<file path="src/rtl/pim_cmd_arbiter.sv">
// Round-robin arbiter sharing one PIM controller command port between NUM_REQ sequencers,
// with done routing and a watchdog. Define PIM_ARB_STATS_EN for per-requester accept counters.
module pim_cmd_arbiter #(
  parameter int unsigned NUM_REQ             = 4,
  parameter int unsigned CMD_SIZE_BITS       = 64,
  parameter int unsigned DONE_TIMEOUT_CYCLES = 1024,
  parameter int unsigned STAT_W              = 16,
  localparam int unsigned IdW                = (NUM_REQ > 1) ? $clog2(NUM_REQ) : 1
) (
  input  logic                             clk,
  input  logic                             rst_n,
  input  logic [NUM_REQ-1:0]               req_valid,
  input  logic [NUM_REQ*CMD_SIZE_BITS-1:0] req_data,
  output logic [NUM_REQ-1:0]               req_ready,
  output logic [NUM_REQ-1:0]               req_done,
  output logic                             pim_cmd_valid,
  output logic [CMD_SIZE_BITS-1:0]         pim_cmd_data,
  input  logic                             pim_cmd_ready,
  input  logic                             pim_op_done,
  output logic [IdW-1:0]                   owner_id,
  output logic                             arb_busy,
  output logic                             timeout_err,
  output logic [IdW-1:0]                   timeout_id,
  input  logic                             timeout_clr
`ifdef PIM_ARB_STATS_EN
  ,
  output logic [NUM_REQ*STAT_W-1:0]        stat_count,
  input  logic                             stat_clr
`endif
);

  if (NUM_REQ < 2 || NUM_REQ > 16) begin : g_bad_num_req
    $error("NUM_REQ must be in 2..16");
  end
  if (DONE_TIMEOUT_CYCLES < 2 || DONE_TIMEOUT_CYCLES > 65535) begin : g_bad_timeout
    $error("DONE_TIMEOUT_CYCLES must be in 2..65535");
  end
  if (STAT_W < 1) begin : g_bad_stat_w
    $error("STAT_W must be at least 1");
  end

  typedef enum logic [1:0] {StArb, StIssue, StWaitDone} state_e;

  state_e                                state_q, state_d;
  logic [IdW-1:0]                        owner_id_q, owner_id_d;
  logic [IdW-1:0]                        last_grant_q, last_grant_d;
  logic [15:0]                           wdog_q, wdog_d;
  logic                                  timeout_err_q, timeout_err_d;
  logic [IdW-1:0]                        timeout_id_q, timeout_id_d;
  logic                                  accept;
  logic                                  timeout_fire;
  logic [NUM_REQ-1:0][CMD_SIZE_BITS-1:0] req_data_arr;

  // Round-robin search state
  logic                                  found;
  logic [IdW-1:0]                        winner;
  logic [IdW-1:0]                        cand;
  int unsigned                           arb_idx;

  assign req_data_arr = req_data;

  // Search starts one past the last accepted requester so it gets lowest priority next.
  always_comb begin
    found   = 1'b0;
    winner  = '0;
    cand    = '0;
    arb_idx = 0;
    for (int unsigned k = 1; k <= NUM_REQ; k++) begin
      arb_idx = (32'(last_grant_q) + k) % NUM_REQ;
      cand    = IdW'(arb_idx);
      if (!found && req_valid[cand]) begin
        found  = 1'b1;
        winner = cand;
      end
    end
  end

  always_comb begin
    state_d       = state_q;
    owner_id_d    = owner_id_q;
    last_grant_d  = last_grant_q;
    wdog_d        = wdog_q;
    accept        = 1'b0;
    timeout_fire  = 1'b0;
    req_ready     = '0;
    req_done      = '0;
    pim_cmd_valid = 1'b0;
    pim_cmd_data  = '0;
    case (state_q)
      StArb: begin
        if (found) begin
          owner_id_d = winner;
          state_d    = StIssue;
        end
      end
      StIssue: begin
        pim_cmd_valid         = req_valid[owner_id_q];
        pim_cmd_data          = req_data_arr[owner_id_q];
        req_ready[owner_id_q] = pim_cmd_ready;
        if (!req_valid[owner_id_q]) begin
          state_d = StArb;
        end else if (pim_cmd_ready) begin
          accept       = 1'b1;
          last_grant_d = owner_id_q;
          wdog_d       = 16'(DONE_TIMEOUT_CYCLES);
          state_d      = StWaitDone;
        end
      end
      StWaitDone: begin
        if (pim_op_done) begin
          req_done[owner_id_q] = 1'b1;
          state_d              = StArb;
        end else begin
          wdog_d = wdog_q - 16'd1;
          if (wdog_q == 16'd1) begin
            timeout_fire = 1'b1;
            state_d      = StArb;
          end
        end
      end
      default: state_d = StArb;
    endcase
  end

  // A timeout coinciding with a clear still sets the flag.
  always_comb begin
    timeout_err_d = timeout_err_q;
    timeout_id_d  = timeout_id_q;
    if (timeout_clr) timeout_err_d = 1'b0;
    if (timeout_fire) begin
      timeout_err_d = 1'b1;
      if (!timeout_err_q) timeout_id_d = owner_id_q;
    end
  end

  always_ff @(posedge clk or negedge rst_n) begin
    if (!rst_n) begin
      state_q       <= StArb;
      owner_id_q    <= '0;
      last_grant_q  <= IdW'(NUM_REQ - 1);
      wdog_q        <= '0;
      timeout_err_q <= 1'b0;
      timeout_id_q  <= '0;
    end else begin
      state_q       <= state_d;
      owner_id_q    <= owner_id_d;
      last_grant_q  <= last_grant_d;
      wdog_q        <= wdog_d;
      timeout_err_q <= timeout_err_d;
      timeout_id_q  <= timeout_id_d;
    end
  end

  assign owner_id    = owner_id_q;
  assign arb_busy    = (state_q != StArb);
  assign timeout_err = timeout_err_q;
  assign timeout_id  = timeout_id_q;

`ifdef PIM_ARB_STATS_EN
  logic [NUM_REQ-1:0][STAT_W-1:0] stat_q, stat_d;

  // Clear takes priority over a coincident increment; counters saturate at all-ones.
  always_comb begin
    stat_d = stat_q;
    if (stat_clr) begin
      stat_d = '0;
    end else if (accept && (stat_q[owner_id_q] != '1)) begin
      stat_d[owner_id_q] = stat_q[owner_id_q] + STAT_W'(1);
    end
  end

  always_ff @(posedge clk or negedge rst_n) begin
    if (!rst_n) stat_q <= '0;
    else        stat_q <= stat_d;
  end

  assign stat_count = stat_q;
`endif

endmodule
</file>
<file path="config.mk">
export PLATFORM = sky130hd
export DESIGN_NAME = pim_cmd_arbiter
export DESIGN_NICKNAME = d
export VERILOG_FILES = /design/src/rtl/pim_cmd_arbiter.sv
export SDC_FILE = /design/constraint.sdc
export NUM_CORES = 1
export LEC_CHECK = 0
export ABC_AREA = 1
export BUFFER_PORTS_ARGS = -buffer_cell sky130_fd_sc_hd__buf_2
export CAP_MARGIN = 5
export CORE_AREA = 2 2 132 134
export CTS_BUF_LIST = sky130_fd_sc_hd__clkbuf_4 sky130_fd_sc_hd__clkbuf_8 sky130_fd_sc_hd__clkbuf_16
export DETAILED_ROUTE_END_ITERATION = 8
export DIE_AREA = 0 0 134 136
export SYNTH_ARGS = -nofsm -noshare
export SYNTH_HDL_FRONTEND = slang
export SYNTH_SLANG_ARGS = --single-unit
export TNS_END_PERCENT = 20
</file>
<file path="constraint.sdc">
create_clock -name clk -period 1.68 [get_ports clk]
set_input_delay 0 -clock clk [delete_from_list [all_inputs] [get_ports clk]]
set_output_delay 0 -clock clk [all_outputs]
set_load 0.005 [all_outputs]
</file>
==> flow_summary.ini, run 1 <==
[die]
row_count = 48
die_w_um = 134
initial_core_util = 0.2003
fp.dieH_um = 136
die_area_mm2 = 0.01822
io_pins = 344
coreArea_mm2 = 0.01688

[power]
power_mw = 10.37
power.leakage_nw = 2.995
power.density_cell_area_mw_per_mm2 = 1748
vdd.ir_drop.worst_mv = 0.8818

[synthesis]
synth_edf_count = 0
synth_compound_gate_area_share = 0.3094
ys.flop_type = dfrtp_1
netlist_area_mm2 = 0.003381
synthXorXnorAreaFrac = 0.007772
ys_seq_elements = 25
synth_adder_area_share = 0.007402
synth_largest_area_cell = dfrtp_1
synthSimpleGateAreaFrac = 0.3749
synth_top_family_by_area = simple AND/OR/NAND/NOR gates
synth_seq_area_share = 0.1858
synth_fp_nets = 835
synth.mux.area_fraction = 0
synth_common_cells = nand2_1, nand3_1, a22oi_1, a31oi_1, nor2_1
synth.distinct_cells = 32
yosys_warnings = 0
postSynthAreaPerCell_um2 = 5.952
ys_top_cells_by_area = dfrtp_1, nand2_1, a22oi_1
ys_async_sr_fraction = 1.000
yosysTopAreaCellShare = 0.1702
netlist_instances = 568
yosysMostFrequentCell = nand2_1

[cells_and_area]
fillerInstances = 1858
drive_gt1_frac = 0.4790
nets = 1174
area_delta_synth_final_pct = 75.46

[global_route]
antenna_found_initial = 8
track_usage = 0.1968
grt_max_degree = 65
grt_pass1_wl_um = 27690
globalRouteOverflowTotal = 0
grt_pass1_vias = 5016

[setup_path]
slowest_stage = dfrtp_2
crit_fanout = 10
worstPathCellList = inv_2 > nor2_4 > buf_4 > buf_12 > nand2_1 > a31oi_2 > buf_2
crit_path_start_kind = flip-flop
path_buf_inv = 4
reg2reg_depth = 11
reg2reg_slack_ns = -0.06
worstSetupPathType = flip-flop to primary output
cp_top_family = buffers and inverters
cp_data_required_time_ns = 1.68
slowest_delay_ns = 0.48
cp.arrival_ns = 1.77
reg2reg_from = owner_id[1]$_DFFE_PN0P_
worstSetupEndpointType = primary output
r2r_end = wdog_q[6]$_DFFE_PN0P_

[hold_path]
min_path_type = primary input to flip-flop
hold_end = state_q[0]$_DFFE_PN0P_
whs_path_depth = 4
worstHoldStart = pim_cmd_ready

[timing]
min_period_over_period = 1.056
drv_slew = 0
tightest_slew_ns = 0.5862
rsz0062_at_grt = yes
period_needed_ns = 1.774
fmax_mhz = 563.8
skew_ns = 0.002380
setup_slack_ns = -0.09357
final-hold-violation-count = 0
slew_headroom = 0.6092
final-setup-viol-count = 52

[clocking]
clock-sinks = 25
h-tree-depth = 1
cts_root_buf = clkbuf_16
cts_buffers = 3
clk_pin_slew_ns = 0.06
worstSkewPairLatency_ns = 0.26
tritoncts = yes
cts_buffer_depth = 2

[drt]
routed_wirelength_um = 21600
drt_iter0_markers = 275
drc = 0
vias = 5730
wl_per_cell_um = 19.01
postRouteAntennaNets = 0
drtPass1Iterations = 5
vias_per_cell = 5.044

[placement]
post-place-ws_ns = 0.02153
dp_hpwl_um = 15620
portBuffers = 343
gp_congestion = 0.9057

[status]
violations = negative setup slack
status = finished, violations left

[job]
maxCapViolCount = 0
-- power by group --
group          switching (mW)  internal, mW  total (mW)
sequential              0.266         0.853        1.12
combinational            5.13          3.58        8.71
clock                   0.206         0.340       0.546
total                    5.60          4.77        10.4
-- layer usage --
metal / track usage / routed length (um)
met5: 0 / 48
met4: 0.04374 / 502
met3: 0.07383 / 2564
met2: 0.3345 / 10310
met1: 0.2367 / 8173
-- area by class of cell --
| class | count | area [um^2] | share of cell area |
|---|---|---|---|
| Timing Repair Buffer | 382 | 2265 | 0.3818 |
| Inverter | 40 | 156.4 | 0.02637 |
| Antenna cell | 5 | 12.51 | 0.002109 |
| Multi-Input combinational cell | 455 | 2504 | 0.4221 |
| Sequential cell | 25 | 630.6 | 0.1063 |
| Clock buffer | 4 | 82.58 | 0.01392 |
| Tap cell | 225 | 281.5 | 0.04746 |
-- registers in the layout, indices dropped and copies added, names as in the netlist --
signal / count
owner_id: 2
last_grant_q: 2
wdog_q: 16
state_q: 2
timeout_id: 2
timeout_err: 1
-- what timing repair did --
action,4_1_cts,5_1_grt
setup endpoints to repair,16,77
resized for setup,9,35
pin swaps,2,14
hold endpoints to repair,24,0
buffers inserted,3,13
hold buffers,2,0
gates cloned,1,5
-- worst register-to-register path, stage by stage (launching register included) --
cell and delay (ns):
dfrtp_2 0.48, inv_2 0.08, nor2_4 0.16, buf_4 0.19, buf_4 0.11, nand2_1 0.05
nand4_2 0.10, nand2_4 0.08, nand2_8 0.16, nand3_1 0.09, nand2_1 0.08, nor2_1 0.04
-- worst max-delay path by stage --
stage,start,to,slack [ns],depth (start not counted)
3_5_place_dp,last_grant_q[0]$_DFFE_PN1P_,owner_id[0]$_DFFE_PN0P_,0.02,11
3_3_place_gp,last_grant_q[0]$_DFFE_PN1P_,owner_id[0]$_DFFE_PN0P_,0.09,11
4_1_cts,owner_id[0]$_DFFE_PN0P_,pim_cmd_data[2],-0.06,6
6_report,owner_id[1]$_DFFE_PN0P_,pim_cmd_data[24],-0.09,7
5_1_grt,owner_id[1]$_DFFE_PN0P_,wdog_q[9]$_DFFE_PN0P_,-0.16,10
2_1_floorplan,last_grant_q[0]$_DFFE_PN1P_,owner_id[0]$_DFFE_PN0P_,0.17,12
-- through the flow --
step	std cells	TNS [ns]	hold WS, ns	area [um^2]	util
detailed placement	1104	0	0.02915	5356	0.3174
global placement	1104	0	0.03635	5356	0.3174
floorplan	568	0	-0.2956	3381	-
CTS	1114	-0.4940	0.08218	5560	0.3295
global route	1132	-8.577	0.1280	5922	0.3509
finish	1136	-1.907	0.07087	5932	0.3515
-- cell usage in the layout (no fill, tap or decap), types with 2 or more instances in the layout --
cell type,Yosys,layout
a31oi_1,64,59
nor3_1,2,2
buf_6,2,2
dlygate4sd3_1,0,2
buf_12,0,13
nand2_2,2,14
nor2_4,0,4
ha_1,2,2
diode_2,0,5
buf_2,20,342
buf_4,4,18
dfrtp_1,23,21
clkbuf_16,0,7
a21oi_1,5,4
inv_2,6,7
a22oi_1,64,59
a22oi_2,0,5
a31oi_2,0,4
inv_1,32,31
nand3_1,82,81
nor2_1,35,34
dfrtp_2,0,2
o21ai_1,14,13
xor2_1,3,3
dfstp_2,2,2
a21oi_2,1,2
o21ai_0,8,8
nand4_1,10,10
nor2_2,5,2
nand2_1,151,139
-- kinds of logic (layout without fill, tap and decap cells) --
| family | after synthesis | after routing |
|---|---|---|
| AOI/OAI and AO/OA | 159 | 159 |
| and+or+nand+nor | 291 | 291 |
| adders and majority gates | 2 | 2 |
| buffers and inverters | 88 | 426 |
| other | 0 | 5 |
| xor gates and xnor gates | 3 | 3 |
| DFF | 25 | 25 |
(Power assumes the default switching activity.)
==> inputs of run 2 (changes only) <==
--- a/config.mk
+++ b/config.mk
@@ -12,6 +12,8 @@
 export CTS_BUF_LIST = sky130_fd_sc_hd__clkbuf_4 sky130_fd_sc_hd__clkbuf_8 sky130_fd_sc_hd__clkbuf_16
 export DETAILED_ROUTE_END_ITERATION = 8
 export DIE_AREA = 0 0 134 136
+export HOLD_SLACK_MARGIN = 0.06
+export SETUP_SLACK_MARGIN = 0.5
 export SYNTH_ARGS = -nofsm -noshare
 export SYNTH_HDL_FRONTEND = slang
 export SYNTH_SLANG_ARGS = --single-unit
==> run 2 against run 1 <==
Net effect: the run still ends with negative setup slack left; global-route usage shrank 0.60 points; register-to-register slack better by 0.12 ns; largest cell class unchanged; wire length decreased by 8.0%; fmax increased by 2.8%; via count decreased by 0.59%; total power rose by 3.9%; clock power about the same; critical path type unchanged.
==> flow_summary.ini, run 2 (synthesis gave the netlist of run 1 again) <==
[cells_and_area]
fillerInstances = 1799
largest_register = wdog_q
final_common_cell = buf_2
multi_input_area_mm2 = 0.002675
nets = 1173
post-route-util = 0.3601
largest_reg_flops = 16
final_cells = 1132
final_cell_mix = buf_2, nand2_1, nand3_1, a31oi_1, a22oi_1
area_delta_synth_final_pct = 79.76
register_area_um2 = 631.9
drive_gt1_frac = 0.5204

[power]
combPwrFrac = 0.842
power.switching_mw = 5.866
power.share.clock = 0.051
intPower_mw = 4.910
power_mw = 10.78
pwr-share-seq = 0.107
power.density_cell_area_mw_per_mm2 = 1773
vdd.ir_drop.worst_mv = 0.7019
power_switching_share = 0.5444
power.leakage_nw = 3.020

[placement]
portBuffers = 343
dp_hpwl_um = 14230
dp_cells = 1107
gp_congestion = 0.8644
post-place-ws_ns = 0.03106

[setup_path]
worstSetupPathType = flip-flop to primary output
r2r_end = owner_id[0]$_DFFE_PN0P_
worstPathCellList = buf_12 > nor2_4 > buf_12 > nand2_2 > a31oi_1 > buf_2
slowest_delay_ns = 0.44
crit_fanout = 33
worstSetupEndpointType = primary output
reg2reg_slack_ns = 0.06
critPathLaunch = owner_id[0]$_DFFE_PN0P_
cp.arrival_ns = 1.73
crit_path_start_kind = flip-flop
worst_path_most_repeated_cell = buf_12
reg2reg_from = last_grant_q[0]$_DFFE_PN1P_
reg2reg_depth = 11
endpoint = pim_cmd_data[44]
slowest_stage = dfrtp_2
cp_data_required_time_ns = 1.68

[global_route]
globalRouteOverflowTotal = 0
grt_pass1_vias = 5097
grt_pass1_wl_um = 27370
grt_max_degree = 44
antenna_found_initial = 7
track_usage = 0.1908

[clocking]
cts_buffers = 3
h-tree-depth = 1
clock-sinks = 25
clk_pin_slew_ns = 0.07
cts_buffer_depth = 2
cts_root_buf = clkbuf_16
worstSkewPairLatency_ns = 0.26
tritoncts = yes

[drt]
highest_layer = met5
drtPass1Iterations = 5
wl_met3_um = 1950
drc = 0
wl_per_cell_um = 17.55
vias_per_cell = 5.032
drt_iter0_markers = 396
vias = 5696
routed_wirelength_um = 19860
postRouteAntennaNets = 0
wl_met1_um = 7783
met2_length_um = 9612

[timing]
drv_slew = 0
tightest_slew_ns = 0.5783
min_period_over_period = 1.027
rsz0062_at_grt = yes
fmax_mhz = 579.6
final-setup-viol-count = 45
skew_ns = 0.002167
setup_slack_ns = -0.04538
final-hold-violation-count = 0
slew_headroom = 0.6145
hold_ws_ns = 0.1704
period_needed_ns = 1.725

[die]
fp.dieH_um = 136
die_area_mm2 = 0.01822
io_pins = 344
initial_core_util = 0.2003
die_w_um = 134
coreArea_mm2 = 0.01688
row_count = 48

[job]
maxCapViolCount = 0

[status]
violations = negative setup slack
status = finished, violations left

[hold_path]
min_path_type = primary input to flip-flop
-- run 2: changes by cell type in the layout (fill, tap and decap cells not counted), sizes merged --
cell         change
dlygate4sd3      +1
clkbuf           -4
clkinv           +2
inv              -1
buf              +1
diode            -3
-- run 2: cell type report --
type	count	area share
Clock inverter	1	0.001235
Timing Repair Buffer	381	0.3685
Clock buffer	3	0.01235
Multi-Input combinational cell	455	0.4402
Sequential cell	25	0.1040
Inverter	40	0.02656
Tap cell	225	0.04632
Antenna cell	2	0.0008236
-- run 2: repair_timing --
item	4_1_cts	5_1_grt
hold buffers	3	0
pin swaps	27	31
endpoints found under the hold margin	25	0
endpoints found under the setup margin	100	100
cloned	3	1
buffers inserted	7	5
gates resized for setup	43	51
-- run 2: how the worst min path moves through the flow --
stage                      startpoint                       to  cells after the start
final                     pim_op_done   state_q[1]$_DFFE_PN0P_                      5
after global routing      pim_op_done    wdog_q[0]$_DFFE_PN0P_                      5
after CTS                 pim_op_done    wdog_q[0]$_DFFE_PN0P_                      5
after detailed placement        rst_n   wdog_q[14]$_DFFE_PN0P_                      1
after global placement          rst_n   wdog_q[15]$_DFFE_PN0P_                      1
after floorplan                 rst_n  owner_id[0]$_DFFE_PN0P_                      0
-- run 2: stage by stage --
stage,TNS [ns],instance area (um^2)
after floorplan,0,3437
after global placement,0,5385
after detailed placement,0,5385
after CTS,-2.012,5853
after global routing,-5.271,6075
final,-0.8647,6077
-- run 2: power groups by stage --
stage / Clock, mW / Combinational, mW / Sequential, mW
after floorplan: 0 / 4.73 / 0.999
after global placement: 0 / 7.33 / 1.14
after detailed placement: 0 / 7.37 / 1.14
after CTS: 0.560 / 8.47 / 1.13
after global routing: 0.581 / 9.84 / 1.18
final: 0.547 / 9.08 / 1.15
-- run 2: worst max-delay path: cells and delay by family, from the launching register on --
| kind | cells | cell delay (ns) |
|---|---|---|
| buffers and inverters | 3 | 0.53 |
| flip-flops | 1 | 0.44 |
| AND/OR/NAND/NOR | 2 | 0.24 |
| AO/OA/AOI/OAI | 1 | 0.24 |
-- run 2: per-layer routing --
layer,up-vias,track usage
li1,2707,-
met1,2606,0.2324
met2,345,0.3353
met3,34,0.04698
met4,4,0.05083
met5,-,0
